## src/rtl/pc_sequencer.sv

```systemverilog
// Fetch program counter with next-PC selection, write-enable stall, a
// BOOT/RUN/HALT control FSM, misaligned register-target trapping and a retired count.
module pc_sequencer #(
   parameter int               WIDTH        = 32,
   parameter logic [WIDTH-1:0] RESET_VECTOR = '0,
   parameter int               CNT_W        = 32
) (
   input  logic             clk,
   input  logic             rst_n,
   input  logic             pc_wre,
   input  logic [1:0]       pc_src,
   input  logic [WIDTH-1:0] imm,
   input  logic [25:0]      jump_addr,
   input  logic [WIDTH-1:0] reg_target,
   input  logic             halt,
   input  logic             resume,
   output logic [WIDTH-1:0] pc_out,
   output logic [WIDTH-1:0] pc_plus4,
   output logic [WIDTH-1:0] pc_next,
   output logic             halted,
   output logic             align_err,
   output logic [CNT_W-1:0] instr_count,
   output logic [1:0]       state_dbg
);

   typedef enum logic [1:0] {
      BOOT = 2'd0,
      RUN  = 2'd1,
      HALT = 2'd2
   } state_t;

   localparam logic [1:0] SRC_SEQ    = 2'b00;
   localparam logic [1:0] SRC_BRANCH = 2'b01;
   localparam logic [1:0] SRC_JUMP   = 2'b10;

   state_t           state_q, state_d;
   logic [WIDTH-1:0] pc_q;
   logic [CNT_W-1:0] cnt_q;
   logic             aerr_q;
   logic [WIDTH-1:0] target;
   logic             misaligned;
   logic             do_update;
   logic             do_trap;
   logic             do_clear;

   assign pc_plus4   = pc_q + WIDTH'(4);
   assign misaligned = (pc_src == 2'b11) && (reg_target[1:0] != 2'b00);

   always_comb begin
      target = reg_target;
      unique case (pc_src)
         SRC_SEQ:    target = pc_plus4;
         SRC_BRANCH: target = pc_plus4 + {imm[WIDTH-3:0], 2'b00};
         SRC_JUMP:   target = {pc_plus4[WIDTH-1:28], jump_addr, 2'b00};
         default:    target = reg_target;
      endcase
   end

   // State register
   always_ff @(posedge clk or negedge rst_n) begin
      if (!rst_n) state_q <= BOOT;
      else        state_q <= state_d;
   end

   // Next-state logic; halt outranks the stall, which outranks the trap
   always_comb begin
      state_d = state_q;
      unique case (state_q)
         BOOT: state_d = RUN;
         RUN: begin
            if (halt)                     state_d = HALT;
            else if (pc_wre && misaligned) state_d = HALT;
         end
         HALT: if (resume && !halt) state_d = RUN;
         default: state_d = BOOT;
      endcase
   end

   // Output / datapath-control decode
   always_comb begin
      do_update = 1'b0;
      do_trap   = 1'b0;
      do_clear  = 1'b0;
      unique case (state_q)
         RUN: begin
            if (!halt && pc_wre) begin
               do_trap   = misaligned;
               do_update = !misaligned;
            end
         end
         HALT:    do_clear = resume && !halt;
         default: ;
      endcase
   end

   assign pc_next = do_update ? target : pc_q;

   always_ff @(posedge clk or negedge rst_n) begin
      if (!rst_n) begin
         pc_q   <= RESET_VECTOR;
         cnt_q  <= '0;
         aerr_q <= 1'b0;
      end else begin
         pc_q <= pc_next;
         if (do_update) cnt_q <= cnt_q + {{(CNT_W-1){1'b0}}, 1'b1};
         if (do_trap)        aerr_q <= 1'b1;
         else if (do_clear)  aerr_q <= 1'b0;
      end
   end

   assign pc_out      = pc_q;
   assign instr_count = cnt_q;
   assign align_err   = aerr_q;
   assign halted      = (state_q == HALT);
   assign state_dbg   = state_q;

endmodule
```

## config.mk

```make
export PLATFORM = sky130hd
export DESIGN_NAME = pc_sequencer
export DESIGN_NICKNAME = d
export VERILOG_FILES = /design/src/rtl/pc_sequencer.sv
export SDC_FILE = /design/constraint.sdc
export NUM_CORES = 1
export LEC_CHECK = 0
export CORE_ASPECT_RATIO = 0.7
export CORE_MARGIN = 2
export CORE_UTILIZATION = 45
export DETAILED_ROUTE_END_ITERATION = 10
export PLACE_DENSITY_LB_ADDON = 0.05
export SETUP_SLACK_MARGIN = 0.05
export SYNTH_ARGS = -nofsm -noshare
export SYNTH_HDL_FRONTEND = slang
export SYNTH_SLANG_ARGS = --single-unit
```

## constraint.sdc

```tcl
create_clock -name clk -period 6.51 [get_ports clk]
set_input_delay 1.953 -clock clk [delete_from_list [all_inputs] [get_ports clk]]
set_output_delay 1.953 -clock clk [all_outputs]
set_load 0.01 [all_outputs]
```

# Word level (Yosys, flattened, before mapping)
# Cells that the tools add are included.
dict set report op_classes {
  n_addsub 3
  n_eq_ne 7
  mux 13
  n_reduce_logical 11
}
# op n
set ops {}
lappend ops {{32-bit one-hot mux with 3 select lines} 1}
lappend ops {{32-bit by 1-bit adder with 32-bit output, second input constant} 1}
lappend ops {{32-bit by 3-bit adder with 32-bit output, second input constant} 1}
lappend ops {{32-bit adder} 1}
lappend ops {{32-bit 2-to-1 mux} 1}
lappend ops {{1-bit 2-to-1 mux} 7}
lappend ops {{2-bit equality test, second input constant} 3}
lappend ops {{2-bit 2-to-1 mux} 3}
lappend ops {{2-bit one-hot mux with 3 select lines} 1}
lappend ops {{2-bit by 1-bit equality test with 1-bit output, second input constant} 2}
lappend ops {{1-bit logical AND} 4}
lappend ops {{2-bit zero test} 2}
lappend ops {{2-bit nonzero test} 2}
lappend ops {{3-bit != test, second input constant} 1}
lappend ops {{1-bit zero test} 2}
lappend ops {{2-bit by 1-bit != test with 1-bit output, second input constant} 1}
lappend ops {{2-bit AND reduction} 1}
dict set report totals {
  reg_bits 67
  in_bits 97
  out_inout_bits 132
  elab_cells 38
}

# Depth between registers and ports, before layout
dict set report logic_depth {
  depth_word 6
  mapped_depth 16
  depth_no_buf 15
}

# Least setup slack after synthesis
# No wires, ideal clock.
dict set report synth_timing {
  path_kind {in2out}
  startpoint {in imm[0]}
  endpoint {out pc_next[30]}
  arrival_ns 4.142
  t_required_ns 4.557
  path_slack_ns 0.415
  path_stages 11
  n_path_buf 0
  cell_sequence {ha_1 -> inv_1 -> fa_1 -> nor2b_1 -> o2111ai_1 -> a21oi_2 -> nor3_1 -> o31ai_2 -> a41oi_1 -> xor2_1 -> o21ai_0}
}
dict set report synth_between {
  elab_chain_len 3
}
# item line_no
set synth_rtl {}
lappend synth_rtl {{from (decl)} 12} ;# input logic [WIDTH-1:0] imm,
lappend synth_rtl {{32-bit adder} 53} ;# SRC_BRANCH: target = pc_plus4 + {imm[WIDTH-3:0], 2'b00};
lappend synth_rtl {{32-bit one-hot mux with 3 select lines} 51} ;# unique case (pc_src)
lappend synth_rtl {{32-bit 2-to-1 mux} 96} ;# assign pc_next = do_update ? target : pc_q;
lappend synth_rtl {{to (decl)} 19} ;# output logic [WIDTH-1:0] pc_next,
# No other way between the ends.

# Worst setup path after layout
dict set report layout_timing {
  startpoint {in imm[2]}
  endpoint {out pc_next[7]}
}
# The elaborated chain is that of the path after synthesis.

==> summary.txt <==
Status -> completed
Area of the multi-input gates -> 4480 um2
Peak VDD IR -> 236 uV
RR Startpoint -> pc_out[2]
DPL Wire Length -> 18.6 mm
Final Hold Viols -> 0
CP Launch Point -> imm[2]
Synth top area share -> 28.6%
PwrDens -> 432 nW/um2
GRT overflow -> 0
Final WL -> 25.5 mm
Fin crit share -> 98.5%
RSZ-0062 raised after global routing -> no
CP bufs+invs -> 3
Share of cells above drive strength 1 -> 26.8%
Crit Path Max Fanout -> 4
Dpl cells -> 1161
Seq/Total Area, Yosys -> 28.6%
Pins over their slew limit -> 0
# port buffers -> 226
Final WS setup -> 101 ps
Worst setup SP type -> input pin
Final layout net count -> 1160
Warnings from Yosys -> 0
CP cell instances -> dlygate4sd2_1 > ha_4 > buf_6 > o21ai_2 > nor2_2 > o31a_1 > a211o_1 > a311o_1 > nand2_1 > clkdlybuf4s50_1
TritonRoute pass-1 iters -> 6
Area contributors post-synth -> dfrtp_1 (29%), ha_1 (7.5%), xnor2_1 (7.5%)
Ys flop type -> dfrtp_1
CTS tree -> built
EDFF count, synth -> 0
Detail Route Antenna Nets -> 0
Core Area -> 12600 um2
FMAX -> 156 MHz
Final clock skew -> 8.66 ps
Die H -> 99.6 um
Die ar. -> 14000 um2
Clk slew on worst S/H paths -> 70 ps
Initial Utilization -> 46.6%
Worst EP required -> 4560 ps
Root Driver -> clkbuf_16
Non-filler instance count after layout -> 1194
I/O pin count -> 229
Register Area -> 1680 um2
WP data arrival -> 4460 ps
P_leak -> 4.43 nW
H-tree Lvls -> 3
Vias -> 7162
Area leader, netlist -> dfrtp_1
# DRC -> 0
Worst path max stage delay -> 570 ps
Clock Tree Buf Depth -> 2
Slew headroom -> 38.0%
Chip width -> 141 um
Num rows -> 34
Post-Syn Nets -> 811
Clock sink count -> 67
Top delay family on crit path -> compound AO/OA/AOI/OAI gates
#FFs+latches synth -> 67
# diodes -> 0
Crit end category -> output port
Synth top cells by count -> nand2_1 (100), dfrtp_1 (67), xnor2_1 (50)
GP Congestion -> 0.958
Total power -> 4.31 mW
Transition time of the tightest slew-check pin -> 930 ps
Count leader, synth -> nand2_1
First-pass GRT wire length -> 38.6 mm
Max Cap Viol -> 0
Crit path max-delay cell type -> clkdlybuf4s50_1
Layout Utilization -> 79.2%
Routed vias/inst -> 6.00
Cell Area, Synth -> 5870 um2
Syn-to-layout area delta -> 69.8%
Async SR Flop Fraction -> 100%
FILL cells -> 830
Setup violators final -> 0
Hold-fix buffers, CTS -> 0
Total GRT Usage -> 35.1%
Pre-CTS setup slack -> -829 ps
Wire per inst -> 21.4 um
Setup TNS -> 0 ps
Initial antenna violation count -> 0
Latest clock arrival within the worst-skew pair -> 340 ps
Largest net degree at the start of global routing -> 68
CTS buffer count -> 9
Synth unique cells -> 82
Worst Hold Launch -> instr_count[31]
Final worst path period need -> 6410 ps
Synth Area per Inst -> 8.66 um2
Synth Instances -> 678
Initial DRC Count -> 604
Kind of critical path -> input pin to output port
Hold Crit Class -> flip-flop to flip-flop
Vias in the first global route -> 7129
-- metal layers --
layer | part of all wire (%) | global-route usage (%)
met4 | 2.6 | 10.1
met1 | 42 | 47.6
met2 | 46 | 56.4
met5 | 0 | 0
met3 | 9.4 | 8.47
-- what timing repair did --
action / CTS / global route
buffers inserted: 11 / 7
endpoints found under the setup margin: 27 / 25
gates resized for setup: 127 / 46
pin swaps: 38 / 38
-- per-stage QoR --
step | area, um2 | hold slack (ps)
4_1_cts | 9730 | 488
2_1_floorplan | 5870 | 507
3_5_place_dp | 9080 | 467
5_1_grt | 9970 | 510
6_report | 9970 | 490
3_3_place_gp | 9080 | 464
-- state kept, by name (all words and copies together) (netlist names) --
name,cells
state_dbg,2
pc_out,32
align_err,1
instr_count,32
-- placed cells by master (no fill, tap or decap), drive strengths merged, types with 8 or more instances in the layout --
cell type and n:
xor2 27, o21ai 43, nor2b 9, and2 9, ha 35, xnor2 51, nor2 44, mux2i 8
nand2 100, mux4 9, a31oi 8, dlygate4sd2 15, nand3 29, inv 13, nor3 8, clkdlybuf4s50 183
a21o 16, buf 150, and3 20, a21oi 45, clkbuf 15, nand4 18, dfrtp 67
-- final cells by class --
type | instances | area share (%)
Tap cell | 162 | 2.03
Clock inverter | 6 | 0.954
Sequential cell | 67 | 16.8
Multi-Input combinational cell | 573 | 44.9
Inverter | 11 | 0.414
Timing Repair Buffer | 365 | 32.5
Clock buffer | 10 | 2.40
-- cells by family (layout without fill, tap and decap cells) --
group / Yosys count / after routing / share of synthesized area (%)
AOI/OAI and AO/OA: 169 / 169 / 19.1
xor gates and xnor gates: 78 / 78 / 11.9
buffers and inverters: 38 / 392 / 3.41
DFF: 67 / 67 / 28.6
and+or+nand+nor: 266 / 266 / 23.1
muxes: 24 / 24 / 6.16
adders and majority gates: 36 / 36 / 7.80
-- worst paths after layout --
| kind | slack [ps] | endpoint | cells past startpoint |
|---|---|---|---|
| worst max register to register | 2190 | pc_out[23] | 21 |
| max in group asynchronous | 4080 | instr_count[23] | 2 |
| worst min register to register | 490 | instr_count[31] | 1 |
| min in group asynchronous | 1830 | instr_count[11] | 2 |
| worst min-delay path | 490 | instr_count[31] | 1 |
| worst max-delay path | 100 | pc_next[7] | 10 |
-- power by group --
part / switching (mW) / internal [mW]
Clock: 0.216 / 0.350
Sequential: 0.177 / 0.523
Combinational: 1.47 / 1.57
Note: power is estimated with default switching activity, not from simulation.
